$ cat src/rtl/hilo_div_unit_pkg.sv
// Shared types and sizing for the HI/LO divide unit.
package hilo_div_unit_pkg;

  localparam int unsigned DivWidth = 32;
  localparam int unsigned DivCntW  = 6;

  typedef enum logic [1:0] {
    DivFree = 2'b00,
    DivOn   = 2'b01,
    DivEnd  = 2'b10
  } div_state_e;

endpackage

$ cat src/rtl/hilo_div_unit_step.sv
// One radix-2 restoring division step: shift {rem,quo} left and trial-subtract the divisor.
module hilo_div_unit_step
  import hilo_div_unit_pkg::*;
#(
  parameter int unsigned WIDTH = DivWidth
) (
  input  logic [WIDTH-1:0] rem_i,
  input  logic [WIDTH-1:0] quo_i,
  input  logic [WIDTH-1:0] divisor_i,
  output logic [WIDTH-1:0] rem_o,
  output logic [WIDTH-1:0] quo_o
);

  logic [WIDTH:0] shifted;
  logic [WIDTH:0] trial;

  // rem < divisor always holds, so the difference fits WIDTH+1 bits and its MSB is the sign.
  always_comb begin
    shifted = {rem_i, quo_i[WIDTH-1]};
    trial   = shifted - {1'b0, divisor_i};
    if (!trial[WIDTH]) begin
      rem_o = trial[WIDTH-1:0];
      quo_o = {quo_i[WIDTH-2:0], 1'b1};
    end else begin
      rem_o = shifted[WIDTH-1:0];
      quo_o = {quo_i[WIDTH-2:0], 1'b0};
    end
  end

endmodule

$ cat src/rtl/hilo_div_unit.sv
// Multi-cycle signed/unsigned restoring divider producing {remainder, quotient} for HI/LO.
module hilo_div_unit
  import hilo_div_unit_pkg::*;
#(
  parameter int unsigned WIDTH = DivWidth,
  parameter int unsigned CNT_W = DivCntW
) (
  input  logic               clk,
  input  logic               rst,
  input  logic               start_i,
  input  logic               signed_i,
  input  logic               annul_i,
  input  logic [WIDTH-1:0]   opdata1_i,
  input  logic [WIDTH-1:0]   opdata2_i,
  output logic [2*WIDTH-1:0] result_o,
  output logic               ready_o,
  output logic               stall_o
);

  div_state_e         state_q, state_d;
  logic [CNT_W-1:0]   cnt_q, cnt_d;
  logic [WIDTH-1:0]   rem_q, rem_d;
  logic [WIDTH-1:0]   quo_q, quo_d;
  logic [WIDTH-1:0]   divisor_q, divisor_d;
  logic               neg_quo_q, neg_quo_d;
  logic               neg_rem_q, neg_rem_d;
  logic [2*WIDTH-1:0] result_q, result_d;

  logic               op1_neg, op2_neg;
  logic [WIDTH-1:0]   op1_abs, op2_abs;
  logic [WIDTH-1:0]   step_rem, step_quo;
  logic               accept;

  hilo_div_unit_step #(
    .WIDTH (WIDTH)
  ) u_step (
    .rem_i     (rem_q),
    .quo_i     (quo_q),
    .divisor_i (divisor_q),
    .rem_o     (step_rem),
    .quo_o     (step_quo)
  );

  // Negating 0x8000_0000 wraps to itself, which is the correct unsigned magnitude.
  always_comb begin
    op1_neg = signed_i & opdata1_i[WIDTH-1];
    op2_neg = signed_i & opdata2_i[WIDTH-1];
    op1_abs = op1_neg ? (~opdata1_i + 1'b1) : opdata1_i;
    op2_abs = op2_neg ? (~opdata2_i + 1'b1) : opdata2_i;
    accept  = start_i & ~annul_i;
  end

  always_comb begin
    state_d   = state_q;
    cnt_d     = cnt_q;
    rem_d     = rem_q;
    quo_d     = quo_q;
    divisor_d = divisor_q;
    neg_quo_d = neg_quo_q;
    neg_rem_d = neg_rem_q;
    result_d  = result_q;

    case (state_q)
      DivFree: begin
        if (accept) begin
          if (opdata2_i == '0) begin
            state_d  = DivEnd;
            result_d = {opdata1_i, {WIDTH{1'b1}}};
          end else begin
            state_d   = DivOn;
            cnt_d     = '0;
            rem_d     = '0;
            quo_d     = op1_abs;
            divisor_d = op2_abs;
            neg_quo_d = op1_neg ^ op2_neg;
            neg_rem_d = op1_neg;
          end
        end
      end
      DivOn: begin
        rem_d = step_rem;
        quo_d = step_quo;
        cnt_d = cnt_q + 1'b1;
        if (cnt_q == CNT_W'(WIDTH - 1)) begin
          state_d  = DivEnd;
          result_d = {neg_rem_q ? (~step_rem + 1'b1) : step_rem,
                      neg_quo_q ? (~step_quo + 1'b1) : step_quo};
        end
      end
      DivEnd:  state_d = DivFree;
      default: state_d = DivFree;
    endcase

    // Flush wins over everything, including a completion on this very edge.
    if (annul_i) begin
      state_d  = DivFree;
      result_d = result_q;
    end
  end

  always_ff @(posedge clk) begin
    if (rst) begin
      state_q   <= DivFree;
      cnt_q     <= '0;
      rem_q     <= '0;
      quo_q     <= '0;
      divisor_q <= '0;
      neg_quo_q <= 1'b0;
      neg_rem_q <= 1'b0;
      result_q  <= '0;
    end else begin
      state_q   <= state_d;
      cnt_q     <= cnt_d;
      rem_q     <= rem_d;
      quo_q     <= quo_d;
      divisor_q <= divisor_d;
      neg_quo_q <= neg_quo_d;
      neg_rem_q <= neg_rem_d;
      result_q  <= result_d;
    end
  end

  always_comb begin
    result_o = result_q;
    ready_o  = (state_q == DivEnd) & ~annul_i;
    stall_o  = ((state_q == DivFree) & accept) | (state_q == DivOn);
  end

endmodule
$ cat config.mk
export PLATFORM = sky130hd
export DESIGN_NAME = hilo_div_unit
export DESIGN_NICKNAME = d
export VERILOG_FILES = /design/src/rtl/hilo_div_unit_pkg.sv /design/src/rtl/hilo_div_unit_step.sv /design/src/rtl/hilo_div_unit.sv
export SDC_FILE = /design/constraint.sdc
export NUM_CORES = 1
export LEC_CHECK = 0
export CAP_MARGIN = 30
export CORE_MARGIN = 4
export CORE_UTILIZATION = 45
export CTS_BUF_LIST = sky130_fd_sc_hd__clkbuf_16
export CTS_CLUSTER_SIZE = 25
export DETAILED_ROUTE_END_ITERATION = 10
export PLACE_DENSITY = 0.71
export SETUP_SLACK_MARGIN = 0.05
export SLEW_MARGIN = 40
export SYNTH_ARGS = -nofsm -noshare
export SYNTH_HDL_FRONTEND = slang
export SYNTH_SLANG_ARGS = --single-unit
$ cat constraint.sdc
create_clock -name clk -period 5.16 [get_ports clk]
set_clock_uncertainty 0.1 [all_clocks]
set_input_delay 0.774 -clock clk [delete_from_list [all_inputs] [get_ports clk]]
set_output_delay 0.774 -clock clk [all_outputs]
set_load 0.02 [all_outputs]
## Yosys cells after proc, flatten, opt, wreduce, memory -nomap -nowiden

Cells that the tools add are included.
Widths: inputs -> output; s select.

| storage, ports and cells | value |
|---|---|
| register bits after elaboration | 170 |

| operators by class | value |
|---|---|
| add/sub/neg operators | 6 |
| reductions and logical operators | 8 |
| equal/unequal tests | 7 |
| mux-type cells | 23 |
| bitwise gates (word level) | 13 |

Operators with widths:

| kind | number |
|---|---|
| $mux 32 | 9 |
| $mux 64 | 3 |
| $add 32x1->32 const B | 4 |
| $not 32->32 | 4 |
| $pmux 32 s2 | 2 |
| $pmux 64 s2 | 1 |
| $sub 33x32->33 | 1 |
| $logic_not 32->1 | 1 |
| $mux 6 | 2 |
| $pmux 6 s2 | 1 |
| $ne 2x2->1 const B | 4 |
| $add 6x1->6 const B | 1 |
| $eq 6x5->1 const B | 1 |
| $mux 2 | 3 |
| $reduce_and 3->1 | 2 |
| $and 1x1->1 | 5 |
| $reduce_and 5->1 | 1 |
| $pmux 2 s2 | 1 |
| $eq 2x1->1 const B | 1 |
| $eq 2x2->1 const B | 1 |
| $logic_not 2->1 | 1 |
| $not 1->1 | 2 |
| $reduce_and 2->1 | 1 |
| $reduce_bool 2->1 | 1 |
| other kinds (4) | 4 |

## Depth between registers and ports, before layout

Gate-level depths: netlist of the first run.

| depth | value |
|---|---|
| word-level depth | 7 |
| mapped depth | 24 |

## By module

Synthesis of the first run repeated with hierarchy kept, for this count alone.

| second synthesis, totals | value |
|---|---|
| cells, all modules | 1499 |
| area total of the unflattened synthesis | 11857.6 sq um |

Modules (own cells, without submodules):

| module | area each (sq um) | sequential area each (sq um) | times used | cells an instance |
|---|---|---|---|---|
| hilo_div_unit | 9266.4 | 3403.3 | 1 | 1163 |
| hilo_div_unit_step | 2591.2 | 0.0 | 1 | 336 |

## Worst setup path before layout of the first run

Ideal clock, no wire load.

| path | value |
|---|---|
| kind | register -> register |
| start point | register quo_q[31] |
| end point | register result_q[26], in the netlist result_o[26] |
| cell stages (with the launch flop) | 23 |
| required time | 4974 ps |
| setup slack | 645 ps |
| path buffers | 4 |
| arrival | 4329 ps |
| period minus slack after synthesis | 4515 ps |
| cell sequence | dfxtp_1 inv_1 ha_1 inv_1 fa_1 a211oi_2 o211ai_1 and2_1 o21a_1 o211a_1 inv_1 buf_6 buf_6 buf_4 buf_4 ha_1 nand3b_1 or2_2 or3_1 or3_1 o21ai_0 xor2_1 a211oi_1 |

| on the way | value |
|---|---|
| word-level cells in the longest chain between the ends | 7 |

Ends and longest elaborated chain:

| what | RTL line | RTL |
|---|---|---|
| start, declared | hilo_div_unit.sv:23 | `logic [WIDTH-1:0] quo_q, quo_d;` |
| start signal, assigned | hilo_div_unit.sv:115 | `quo_q <= quo_d;` |
| $sub 33x32->33 | hilo_div_unit_step.sv:20 | `trial = shifted - {1'b0, divisor_i};` |
| $mux 1 | hilo_div_unit_step.sv:21 | `if (!trial[WIDTH]) begin` |
| $not 32->32 | hilo_div_unit.sv:87 | `neg_quo_q ? (~step_quo + 1'b1) : step_quo};` |
| $add 32x1->32 | hilo_div_unit.sv:87 |  |
| $mux 32 | hilo_div_unit.sv:87 |  |
| $mux 64 | hilo_div_unit.sv:84 | `if (cnt_q == CNT_W'(WIDTH - 1)) begin` |
| $pmux 64 s2 | hilo_div_unit.sv:63 | `case (state_q)` |
| end signal, assigned | hilo_div_unit.sv:119 | `result_q <= result_d;` |
| end, declared | hilo_div_unit.sv:27 | `logic [2*WIDTH-1:0] result_q, result_d;` |

Every way passes these cells. The select of a mux whose other input is x is not followed.
A chain may end at the register's enable or synchronous reset.

## Final worst setup path of the first run

| path | value |
|---|---|
| start point | register rem_q[26] |
| end point | register result_q[26], in the netlist result_o[26] |

| on the way | value |
|---|---|
| word-level cells in the longest chain between the ends | 7 |

Ends and longest elaborated chain:

| what | RTL line | RTL |
|---|---|---|
| start, declared | hilo_div_unit.sv:22 | `logic [WIDTH-1:0] rem_q, rem_d;` |
| start signal, assigned | hilo_div_unit.sv:114 | `rem_q <= rem_d;` |
| $sub 33x32->33 | hilo_div_unit_step.sv:20 |  |
| $mux 1 | hilo_div_unit_step.sv:21 |  |
| $not 32->32 | hilo_div_unit.sv:87 |  |
| $add 32x1->32 | hilo_div_unit.sv:87 |  |
| $mux 32 | hilo_div_unit.sv:87 |  |
| $mux 64 | hilo_div_unit.sv:84 |  |
| $pmux 64 s2 | hilo_div_unit.sv:63 |  |

Every way passes these cells. The select of a mux whose other input is x is not followed.

==> results of run 1 <==
==> layout by cell type (no fill, tap or decap), types with 13 or more instances in the layout <==
| cell | netlist | final |
|---|---|---|
| a211oi_1 | 90 | 90 |
| a21oi_1 | 132 | 132 |
| a311oi_1 | 19 | 19 |
| a31oi_1 | 13 | 13 |
| and3_1 | 20 | 20 |
| buf_4 | 4 | 16 |
| clkbuf_16 | 0 | 17 |
| clkdlybuf4s50_1 | 0 | 133 |
| dfxtp_1 | 170 | 169 |
| ha_1 | 37 | 37 |
| inv_1 | 54 | 54 |
| mux2i_1 | 22 | 22 |
| nand2_1 | 113 | 113 |
| nand3_1 | 26 | 26 |
| nor2_1 | 285 | 284 |
| nor3_1 | 43 | 43 |
| o21ai_0 | 61 | 61 |
| o31ai_1 | 17 | 17 |
| or3_1 | 17 | 17 |
| xnor2_1 | 71 | 71 |
| xor2_1 | 55 | 55 |
==> cell families after synthesis <==
family / count (synthesis) / synth area share
AO/OA/AOI/OAI: 474 / 0.272
XOR/XNOR: 126 / 0.0913
adder cells (fa/ha/maj): 38 / 0.0400
buffers and inverters: 158 / 0.0557
flip-flops: 170 / 0.282
multiplexers: 29 / 0.0251
AND/OR/NAND/NOR: 602 / 0.235
==> metrics by stage <==
stage	worst slack (ns)	cell area, um^2	hold WS (ns)
6_report	0.720	14200	0.369
3_3_place_gp	0.607	13600	0.344
5_1_grt	0.387	14200	0.386
2_1_floorplan	0.645	12100	0.332
3_5_place_dp	0.523	13600	0.362
4_1_cts	0.766	14200	0.374
==> routing by layer <==
metal / vias up / share of wire / routed length, um
met2: 437 / 0.44 / 15100
met5: - / 0 / 0
met4: 0 / 0.020 / 692
li1: 5911 / - / -
met3: 44 / 0.077 / 2650
met1: 5368 / 0.47 / 16200
==> area by class of cell <==
| cell class | instances | area [um^2] |
|---|---|---|
| clock buffers | 17 | 425 |
| fillers | 2517 | 12000 |
| repair buffers | 152 | 1500 |
| clock inverters | 15 | 178 |
| flip-flops and latches | 170 | 3400 |
| multi-input cells | 1269 | 8040 |
| well taps | 335 | 419 |
| inverters | 55 | 206 |
==> worst max-delay path by stage <==
stage	cells after the start	slack [ns]	endpoint
6_report	15	0.72	result_o[26]
4_1_cts	18	0.77	result_o[26]
3_5_place_dp	13	0.52	result_o[58]
3_3_place_gp	13	0.61	result_o[58]
5_1_grt	16	0.39	result_o[26]
2_1_floorplan	22	0.65	result_o[26]
==> state kept, by name, summed over array words and instances (netlist names) <==
signal and cells:
neg_rem_q 1, neg_quo_q 1, quo_q 32, divisor_q 32, rem_q 32, state_q 2, result_o 64, cnt_q 6
==> power by group through the flow <==
| stage | registers [mW] | logic (mW) | clock network (mW) |
|---|---|---|---|
| after floorplan | 1.44 | 0.520 | 0 |
| after global placement | 1.44 | 0.756 | 0 |
| after detailed placement | 1.44 | 0.764 | 0 |
| after CTS | 1.41 | 0.767 | 1.31 |
| after global routing | 1.42 | 0.854 | 1.36 |
| final | 1.41 | 0.773 | 1.29 |
==> critical path, stage by stage (launching register included) <==
cell      delay (ns)
dfxtp_1         0.35
ha_1            0.40
a21oi_1         0.31
o21ai_0         0.23
a2111o_1        0.43
a21o_1          0.21
o211a_1         0.28
inv_1           0.11
ha_1            0.22
nand3b_1        0.11
or2_2           0.33
or3_1           0.37
or3_1           0.38
o21ai_0         0.20
xor2_1          0.09
a211oi_1        0.24
==> flow_metrics.env, run 1 <==
export IMPL_gr_usage_met1=0.326
export IMPL_yosys_area_top_type="dfxtp_1"
export IMPL_numPortBuffers=134
export IMPL_power_switching_mw=1.14
export IMPL_hp_start="divisor_q[31]"
export IMPL_reg2reg_from="rem_q[26]"
export IMPL_tightest_slew_ns=0.815
export IMPL_drt_first_pass_iters=6
export IMPL_ys_ff_latch=170
export IMPL_dp_cells=1981
export IMPL_fin_util=0.541
export IMPL_drt_initial_drc_count=1019
export IMPL_path_class="flip-flop to flip-flop"
export IMPL_grt_max_degree=97
export IMPL_path_max_fanout=7
export IMPL_fp_dieW_um=172
export IMPL_crit_path_end_kind="flip-flop"
export IMPL_track_usage=0.229
export IMPL_peakVddDrop_v=0.000221
export IMPL_postCtsHoldBufs=0
export IMPL_netlist_area_mm2=0.0121
export IMPL_use_met2=0.359
export IMPL_grt_use_met3=0.0352
export IMPL_synth_edf_count=0
export IMPL_clock_path_buffers=2
export IMPL_postSynthCellCount=1597
export IMPL_dp_hpwl_mm=26.0
export IMPL_diodes=0
export IMPL_crit_start="rem_q[26]"
export IMPL_synth_async_reset_ratio=0
export IMPL_drc=0
export IMPL_syn_nets=1704
export IMPL_avgSynthCellArea_um2=7.57
export IMPL_holdPathStages=2
export IMPL_yosysTopAreaCellShare=0.282
export IMPL_critPathRequiredTime_ns=5.41
export IMPL_post_route_period_util=0.861
export IMPL_numCtsBuffers=17
export IMPL_num_rows=59
export IMPL_cts_sinks=170
export IMPL_p_sw_frac=0.328
export IMPL_wl_per_cell_um=17.2
export IMPL_drive_above_1_share=0.0673
export IMPL_antenna_found_initial=0
export IMPL_cts_tree="done"
export IMPL_status="completed"
export IMPL_leakagePower_nw=5.19
export IMPL_grt_setup_unrepaired="no"
export IMPL_relSlewSlack=0.457
export IMPL_grt_pass1_vias=10701
export IMPL_grt_pass1_wl_mm=55.5
export IMPL_drv_cap=0
export IMPL_fin_cells=2013
export IMPL_combPwrFrac=0.223
export IMPL_wirelength_mm=34.7
export IMPL_die_h_um=172
export IMPL_vias=11760
export IMPL_setup_viol=0
export IMPL_power_total_mw=3.47
export IMPL_clk_pin_slew_ns=0.08
export IMPL_num_io_pins=135
export IMPL_cts_resized=0
export IMPL_hold_class="flip-flop to flip-flop"
export IMPL_p_per_area_mw_per_mm2=245
export IMPL_grt_most_used_layer="met2"
export IMPL_r2r_end="result_o[26]"
export IMPL_ys_warn_count=0
export IMPL_crit_arrival_ns=4.70
export IMPL_ys_flop_type="dfxtp_1"
export IMPL_coreArea_mm2=0.0262
export IMPL_tns_ns=0
export IMPL_synthTopCellsByArea="dfxtp_1 (28%), nor2_1 (8.9%), a211oi_1 (5.6%)"
export IMPL_insertion_delay_ns=0.44
export IMPL_r2r_cells=15
export IMPL_yosysSeqAreaShare=0.282
export IMPL_hold_path_end="divisor_q[31]"
export IMPL_routabilityCongestion=0.945
export IMPL_gr_total_overflow=0
export IMPL_yosys_top_cells_count="nor2_1 (285), dfxtp_1 (170), a21oi_1 (132)"
export IMPL_ant_nets=0
export IMPL_start_util=0.461
export IMPL_seq_power_share=0.406
export IMPL_final_nets=1772
export IMPL_startpoint_type="flip-flop"
export IMPL_fmax_mhz=225
export IMPL_finalMaxSlewViolations=0
export IMPL_hold_viol_final=0
export IMPL_viasPerCell=5.84
export IMPL_rrSetupSlack_ns=0.72
export IMPL_yosysMostFrequentCell="nor2_1"
export IMPL_cts_setup_buffers=0
export IMPL_dieArea_mm2=0.0295
export IMPL_period_minus_slack_ns=4.44
export IMPL_clock_tree_root_cell="clkbuf_16"
export IMPL_p_int_mw=2.33
export IMPL_syn2layout_area_growth_pct=17.3
export IMPL_pwr_share_clk=0.371
export IMPL_ys_types=94
export IMPL_htree_levels=4
(Power assumes the default switching activity.)
==> inputs of run 2 (changes only) <==
--- a/config.mk
+++ b/config.mk
@@ -5,6 +5,7 @@
 export SDC_FILE = /design/constraint.sdc
 export NUM_CORES = 1
 export LEC_CHECK = 0
+export ABC_CLOCK_PERIOD_IN_PS = 5160
 export CAP_MARGIN = 30
 export CORE_MARGIN = 4
 export CORE_UTILIZATION = 45
==> results of run 2 <==
Final layout, timing and power as in run 1 (identical DEF).
